$ cat src/rtl/pipe_id_pkg.sv
// Shared pipeline definitions: opcode constants and small decode helpers used by the ID
// and EX stages.
package pipe_id_pkg;

  localparam logic [5:0] OpRtype = 6'h00;
  localparam logic [5:0] OpJal   = 6'h03;
  localparam logic [5:0] OpBeq   = 6'h04;
  localparam logic [5:0] OpBne   = 6'h05;
  localparam logic [5:0] OpAndi  = 6'h0C;
  localparam logic [5:0] OpOri   = 6'h0D;
  localparam logic [5:0] OpXori  = 6'h0E;
  localparam logic [5:0] OpLui   = 6'h0F;
  localparam logic [5:0] OpLw    = 6'h23;
  localparam logic [5:0] OpSw    = 6'h2B;

  localparam int unsigned NumRegs = 32;

  // Instructions that read rt as a source operand (not just as a destination).
  function automatic logic uses_rt(input logic [5:0] op);
    return (op == OpRtype) || (op == OpSw) || (op == OpBeq) || (op == OpBne);
  endfunction

endpackage

$ cat src/rtl/pipe_regfile.sv
// 32x32 register file, two combinational read ports and one write port; reads see a write
// issued in the same cycle. Register 0 always reads zero.
module pipe_regfile
  import pipe_id_pkg::*;
(
  input  logic        clk,
  input  logic        clrn,
  input  logic        we,
  input  logic [4:0]  waddr,
  input  logic [31:0] wdata,
  input  logic [4:0]  raddr_a,
  input  logic [4:0]  raddr_b,
  output logic [31:0] rdata_a,
  output logic [31:0] rdata_b
);

  logic [31:0] regs_q [NumRegs];
  logic        wr_en;

  assign wr_en = we && (waddr != 5'd0);

  always_ff @(posedge clk or negedge clrn) begin
    if (!clrn) begin
      for (int i = 0; i < NumRegs; i++) regs_q[i] <= '0;
    end else if (wr_en) begin
      regs_q[waddr] <= wdata;
    end
  end

  // Bypass is masked by reset so every output reads zero while clrn is low.
  always_comb begin
    rdata_a = regs_q[raddr_a];
    rdata_b = regs_q[raddr_b];
    if (clrn && wr_en && (waddr == raddr_a)) rdata_a = wdata;
    if (clrn && wr_en && (waddr == raddr_b)) rdata_b = wdata;
    if (raddr_a == 5'd0) rdata_a = '0;
    if (raddr_b == 5'd0) rdata_b = '0;
  end

endmodule

$ cat src/rtl/pipe_id.sv
// Instruction-decode stage: IF/ID latch, field decode, immediate extension, register read
// and load-use hazard detection.
module pipe_id
  import pipe_id_pkg::*;
#(
  parameter logic [31:0] NOP_INST = 32'h00000000
) (
  input  logic        clk,
  input  logic        clrn,
  input  logic [31:0] newInst,
  input  logic [31:0] pc,
  input  logic        flush,
  input  logic        ex_memread,
  input  logic [4:0]  ex_rd,
  input  logic        wb_we,
  input  logic [4:0]  wb_rd,
  input  logic [31:0] wb_data,
  output logic        stall,
  output logic        id_valid,
  output logic [31:0] id_pc,
  output logic [5:0]  id_op,
  output logic [5:0]  id_funct,
  output logic [4:0]  id_rs,
  output logic [4:0]  id_rt,
  output logic [4:0]  id_dst,
  output logic [31:0] id_a,
  output logic [31:0] id_b,
  output logic [31:0] id_imm
);

  logic [31:0] inst_q, pc_q;
  logic        valid_q;

  always_ff @(posedge clk or negedge clrn) begin
    if (!clrn) begin
      inst_q  <= NOP_INST;
      pc_q    <= '0;
      valid_q <= 1'b0;
    end else if (flush) begin
      inst_q  <= NOP_INST;
      valid_q <= 1'b0;
    end else if (!stall) begin
      inst_q  <= newInst;
      pc_q    <= pc;
      valid_q <= 1'b1;
    end
  end

  logic [15:0] imm16;

  assign id_op    = inst_q[31:26];
  assign id_rs    = inst_q[25:21];
  assign id_rt    = inst_q[20:16];
  assign id_funct = inst_q[5:0];
  assign id_pc    = pc_q;
  assign imm16    = inst_q[15:0];

  always_comb begin
    case (id_op)
      OpRtype: id_dst = inst_q[15:11];
      OpJal:   id_dst = 5'd31;
      default: id_dst = id_rt;
    endcase
  end

  always_comb begin
    case (id_op)
      OpAndi, OpOri, OpXori: id_imm = {16'h0000, imm16};
      OpLui:                 id_imm = {imm16, 16'h0000};
      default:               id_imm = {{16{imm16[15]}}, imm16};
    endcase
  end

  // Load in EX whose result a source operand here needs: hold ID one cycle, emit a bubble.
  assign stall = valid_q && ex_memread && (ex_rd != 5'd0) &&
                 ((ex_rd == id_rs) || (uses_rt(id_op) && (ex_rd == id_rt)));

  assign id_valid = valid_q && !stall;

  pipe_regfile u_regfile (
    .clk     (clk),
    .clrn    (clrn),
    .we      (wb_we),
    .waddr   (wb_rd),
    .wdata   (wb_data),
    .raddr_a (id_rs),
    .raddr_b (id_rt),
    .rdata_a (id_a),
    .rdata_b (id_b)
  );

endmodule

$ cat config.mk
export PLATFORM = sky130hd
export DESIGN_NAME = pipe_id
export DESIGN_NICKNAME = d
export VERILOG_FILES = /design/src/rtl/pipe_id_pkg.sv /design/src/rtl/pipe_regfile.sv /design/src/rtl/pipe_id.sv
export SDC_FILE = /design/constraint.sdc
export NUM_CORES = 2
export LEC_CHECK = 0
export ABC_AREA = 0
export CORE_ASPECT_RATIO = 1.25
export CORE_MARGIN = 5
export CORE_UTILIZATION = 56
export CTS_BUF_LIST = sky130_fd_sc_hd__clkbuf_16
export CTS_CLUSTER_SIZE = 16
export DETAILED_ROUTE_END_ITERATION = 10
export GPL_ROUTABILITY_DRIVEN = 0
export MAX_ROUTING_LAYER = met4
export PLACE_DENSITY = 0.88
export SLEW_MARGIN = 20
export SYNTH_ARGS = -nofsm -noshare
export SYNTH_HDL_FRONTEND = slang
export SYNTH_SLANG_ARGS = --single-unit
$ cat constraint.sdc
create_clock -name clk -period 2.3 [get_ports clk]
set_clock_uncertainty 0.15 [all_clocks]
set_input_delay 0.23 -clock clk [delete_from_list [all_inputs] [get_ports clk]]
set_output_delay 0.23 -clock clk [all_outputs]
set_load 0.02 [all_outputs]
==> summary.md, run 1 <==
| Metric | Value |
|---|---|
| Status | aborted with a tool error |
| Fail Step | global routing |
| Err | [ERROR GRT-0232] Routing congestion too high. Check the congestion heatmap in the GUI. |
| Gr usage total | 0.708 |
| Netlist Area Pre-Place | 58700 um^2 |
| CTS root buf | clkbuf_16 |
| Compound-Gate Fraction of Synth Area | 0.0626 |
| Largest family of logic cells by synthesized area | multiplexers |
| Row Count | 132 |
| Port-buffer cells | 267 |
| Mux cell area share after synthesis | 0.399 |
| Synth Area in Simple Gates | 0.0345 |
| Worst ep type | output port |
| CTS max path bufs | 3 |
| HPWL Detailed | 144000 um |
| Synthesized Nets | 4409 |
| EDFF count, synth | 0 |
| Htree depth | 3 |
| Synth unique cells | 49 |
| Gr ovfl total | 181 |
| XOR/XNOR share of the synthesized area | 0.00298 |
| Gate Count Post-Synth | 4298 |
| Synthesis-stage register bit count | 1089 |
| Pre-CTS setup slack | -1.07 ns |
| Synth Warn # | 0 |
| Async set or reset register ratio after synthesis | 1.00 |
| Register area share after synthesis | 0.464 |
| Prevailing post-synth register cell | dfrtp_1 |
| Die Width | 300 um |
| Starting Density | 0.565 |
| Adder-cell area share of the yosys netlist | 0 |
| CTS Buf Count | 105 |
| Worst endpoint from the post-global-route timing repair | id_b[25] |
| Largest net degree at the start of global routing | 190 |
| Sink Count | 1089 |
| Syn_area_per_cell | 13.7 um^2 |
| Die height | 372 um |
| Top Ports | 268 |
## cell usage after synthesis (2+ instances only)
| library cell | instances | area, um^2 |
|---|---|---|
| xor2_1 | 8 | 70.1 |
| nor3_1 | 5 | 25.0 |
| buf_8 | 2 | 30.0 |
| and2_1 | 3 | 18.8 |
| mux4_2 | 366 | 8240 |
| nand3b_1 | 4 | 30.0 |
| or2_2 | 2 | 12.5 |
| a31oi_1 | 32 | 200 |
| a21o_1 | 15 | 113 |
| nand4b_1 | 3 | 26.3 |
| nand2_1 | 164 | 616 |
| a21oi_1 | 35 | 175 |
| buf_1 | 90 | 338 |
| o211ai_1 | 64 | 480 |
| a22oi_1 | 88 | 661 |
| a221oi_1 | 56 | 490 |
| o211a_1 | 7 | 70.1 |
| buf_4 | 37 | 278 |
| nand3_1 | 8 | 40.0 |
| dfrtp_1 | 1089 | 27300 |
| mux2_1 | 3 | 33.8 |
| nor2_1 | 78 | 293 |
| o22ai_1 | 2 | 12.5 |
| clkbuf_1 | 298 | 1120 |
| and3_1 | 58 | 363 |
| nor3b_1 | 4 | 30.0 |
| a22o_1 | 93 | 815 |
| and3b_1 | 3 | 26.3 |
| or4_1 | 5 | 37.5 |
| buf_6 | 4 | 45.0 |
| nand4_1 | 10 | 62.6 |
| buf_2 | 74 | 370 |
| nor4_1 | 3 | 18.8 |
| nand2b_1 | 36 | 225 |
| xnor2_1 | 12 | 105 |
| mux2_2 | 1053 | 11900 |
| mux2i_1 | 327 | 3270 |
| o21ai_0 | 120 | 601 |
| nor2b_1 | 27 | 169 |
## what timing repair did
item / in CTS
hold buffers: 62
buffers inserted: 153
gates cloned: 24
gates resized for setup: 878
pin swaps: 128
hold endpoints to repair: 337
endpoints found under the setup margin: 178
## routing by layer
| layer | GRT overflow | track usage |
|---|---|---|
| met2 | 83 | 0.832 |
| met4 | 89 | 0.699 |
| met3 | 6 | 0.619 |
| met5 | - | - |
| met1 | 3 | 0.660 |
## stage by stage
stage	cell area, um^2	instances
after floorplan	59800	4298
after global placement	71300	6414
after detailed placement	71300	6414
after CTS	78600	6843
## kinds of logic after synthesis
logic type,Yosys count
XOR/XNOR,20
multiplexers,1749
AND/OR/NAND/NOR,416
flip-flops,1089
AO/OA/AOI/OAI,517
buffers and inverters,507
==> run 2: changes to the inputs <==
- CORE_ASPECT_RATIO: 1.25 -> unset
- CORE_UTILIZATION: 56 -> 40
- CTS_BUF_LIST: sky130_fd_sc_hd__clkbuf_16 -> unset
- CTS_CLUSTER_SIZE: 16 -> unset
- MAX_ROUTING_LAYER: met4 -> unset
- PLACE_DENSITY: 0.88 -> unset
- PLACE_DENSITY_LB_ADDON: unset -> 0.15
- clock period: 2.3 -> 3 ns (I/O delays scaled with it)
==> summary.md, run 2 <==
| Metric | Value |
|---|---|
| Post-synth top area cell | dfrtp_1 |
| CTS max path bufs | 3 (unchanged) |
| Synth unique cells | 49 (unchanged) |
| Gr usage total | 0.279 |
| Max reg flops | 1024 |
| Synthesis-stage register bit count | 1089 (unchanged) |
| WP data arrival | 3.28 ns |
| Worst-path maximum fanout | 7 |
| Row Count | 140 (+6.1%) |
| CTS root buf | clkbuf_16 |
| Die Width | 393 um (+31%) |
| P&R area growth vs syn | 29.9% |
| Post-synth top cells | dfrtp_1 (1089), mux2_2 (1053), mux4_2 (366) |
| R2R Path Start | inst_q[17] |
| Htree depth | 3 (unchanged) |
| Synth Warn # | 0 (unchanged) |
| Worst skew pair latency | 0.75 ns |
| Top Ports | 268 (unchanged) |
| Achievable Freq | 268 MHz |
| CTS Buf Count | 120 (+14%) |
| Setup TNS | -39.59 ns |
| Die height | 393 um (+5.7%) |
| Starting Density | 0.403 (-0.162) |
| Internal Dissipation | 0.0334 W |
| Commonest non-fill, non-tap cells in the layout | dfrtp_1 (1078), mux2_2 (1035), buf_4 (424) |
| Final ANT Viol Nets | 0 |
| Final wirelength | 219000 um |
| Final worst-path cycle share | 1.24 |
| Initial antenna violation count | 7 |
| Metal1 wirelength | 94100 um |
| Via count | 42.1k |
| Layout cells sized above 1 | 0.521 |
| HPWL Detailed | 141000 um (-2.0%) |
| Slew Viols, Final | 0 |
| Syn_area_per_cell | 13.7 um^2 (unchanged) |
| Async set or reset register ratio after synthesis | 1.00 (unchanged) |
| Clock group share of total power | 0.355 |
| Top cells by area, synth | dfrtp_1 (46%), mux2_2 (20%), mux4_2 (14%) |
| Area share of the largest cell type after synthesis | 0.464 (unchanged) |
| Slew headroom | 0.355 |
| CTS tree | done |
| Setup Viol. Count Final | 66 |
| Comb pwr share | 0.225 |
| Failing checks | setup timing |
| Flop pwr share | 0.420 |
| Final WS setup | -0.725 ns |
| Most common cell after layout, fill and taps aside | dfrtp_1 |
| Port-buffer cells | 267 (unchanged) |
| Initial DRC Count | 3310 |
| Vias in the first global route | 43.4k |
| Max cap viols | 0 |
| Drt via density | 6.04 |
| Die ar. | 155000 um^2 |
| R2R depth | 12 |
| Critical Path RT | 2.55 ns |
| Post-layout net count | 5062 |
| Crit path time final | 3.73 ns |
| FF-to-FF setup slack | 0.09 ns |
| Gr ovfl total | 0 |
| WL met3 | 16400 um |
| Hold Path Depth | 3 |
| CP startpoint kind | flop |
| Synthesized Nets | 4409 (unchanged) |
| Register clock-pin slew on the reported worst setup and hold paths | 0.06 ns |
| LEAKAGE | 32.9 nW |
| Count leader, synth | dfrtp_1 |
| Reg-to-reg endpoint | inst_q[6] |
| EDFF count, synth | 0 (unchanged) |
| Crit path kind | reg -> out |
| Hold Path Origin | pc[18] |
| Prevailing post-synth register cell | dfrtp_1 |
| Max Used Layer | met4 |
| First-pass GRT wire length | 315000 um |
| Gate Count Post-Synth | 4298 (unchanged) |
| Core Footprint | 146000 um^2 |
| WL per Instance | 31.3 um |
| Largest net degree at the start of global routing | 160 |
| Peak supply drop | 0.000455 V |
| WHS Endpoint | id_pc[18] |
| Drt pass-1 iters | 6 |
| P_sw | 0.0128 W |
| Fin. Hold Viols | 0 |
| RSZ-0062 raised after global routing | true |
| Post-route core utilization | 0.523 |
| Met2 routed WL | 101000 um |
| Worst Hold Class | in -> reg |
| Netlist Area Pre-Place | 58700 um^2 (unchanged) |
| Worst setup EP type | primary output |
| Register area share after synthesis | 0.464 (unchanged) |
| # DRC | 0 |
| Sink Count | 1089 (unchanged) |
| Sw frac | 0.277 |
| Status | complete, but fails checks |
| Measured slew at the worst slew-check pin | 0.967 ns |
| Largest register by flop count | u_regfile.regs_q |
| Fillers | 12.4k |
| Power density over the cells | 605 nW/um^2 |
## run 2: cell counts after synthesis
No cell type changed its count.
## run 2: per-stage QoR
stage,hold slack (ns),cells,power [W],worst slack (ns),cell area (um^2)
global placement,0.223,6512,0.0289,-0.387,67800
detailed placement,0.221,6512,0.0291,-0.399,67800
global route,0.0316,6977,0.0480,-0.804,76300
finish,0.0576,6981,0.0462,-0.725,76300
CTS,0.000934,6917,0.0461,-0.854,74900
floorplan,-0.146,4298,0.0253,0.305,58700
## run 2: cell type report
class / instances / area (um^2) / area share
clock buffer: 162 / 3480 / 0.0457
sequential: 1089 / 27300 / 0.358
antenna: 7 / 17.5 / 0.000230
inverter: 2 / 7.51 / 0.0000984
multi-input combinational: 2702 / 30400 / 0.398
clock inverter: 66 / 893 / 0.0117
tap: 1917 / 2400 / 0.0314
timing repair buffer: 1036 / 11900 / 0.155
## run 2: logic make-up after synthesis
kind of cell    after synthesis  share of synthesized area
mux                        1749                      0.399
xor+xnor                     20                    0.00298
simple gates                416                     0.0345
compound gates              517                     0.0626
buf+inv                     507                     0.0372
flops                      1089                      0.464
## run 2: worst max-delay path: stages, from the launching register on
cell,delay [ns]
dfrtp_4,0.53
buf_12,0.17
buf_4,0.14
buf_12,0.13
buf_12,0.13
mux4_2,0.42
mux2_2,0.27
o211ai_1,0.16
buf_4,0.18
and3_1,0.16
nor2_1,0.05
buf_4,0.16
## run 2: power groups by stage
stage / logic, W / registers [W] / clock network, W
after floorplan: 0.00639 / 0.0189 / 0
after global placement: 0.00942 / 0.0195 / 0
after detailed placement: 0.00956 / 0.0195 / 0
after CTS: 0.0101 / 0.0193 / 0.0167
after global routing: 0.0111 / 0.0197 / 0.0172
final: 0.0104 / 0.0194 / 0.0164
## run 2: worst max-delay path by stage
| stage | endpoint | depth (start not counted) | start | slack [ns] |
|---|---|---|---|---|
| final | id_a[0] | 11 | inst_q[21] | -0.73 |
| after global routing | id_a[9] | 10 | inst_q[21] | -0.80 |
| after CTS | id_a[21] | 8 | inst_q[21] | -0.85 |
| after detailed placement | id_a[23] | 10 | wb_rd[1] | -0.40 |
| after global placement | id_a[23] | 10 | wb_rd[1] | -0.39 |
| after floorplan | id_b[10] | 8 | inst_q[16] | 0.31 |
## run 2: routing by layer
layer,global-route usage,vias up
met2,0.443,1574
met3,0.0546,386
met1,0.390,22552
li1,-,17627
met5,0,-
met4,0.0843,0
## run 2: timing repair
item,in CTS,in global routing
pin swaps,83,126
resized for setup,513,278
setup endpoints to repair,105,112
setup buffers,113,71
hold buffers,60,0
endpoints found under the hold margin,124,0
gates cloned,12,7
Power figures use the tool's default switching activity.
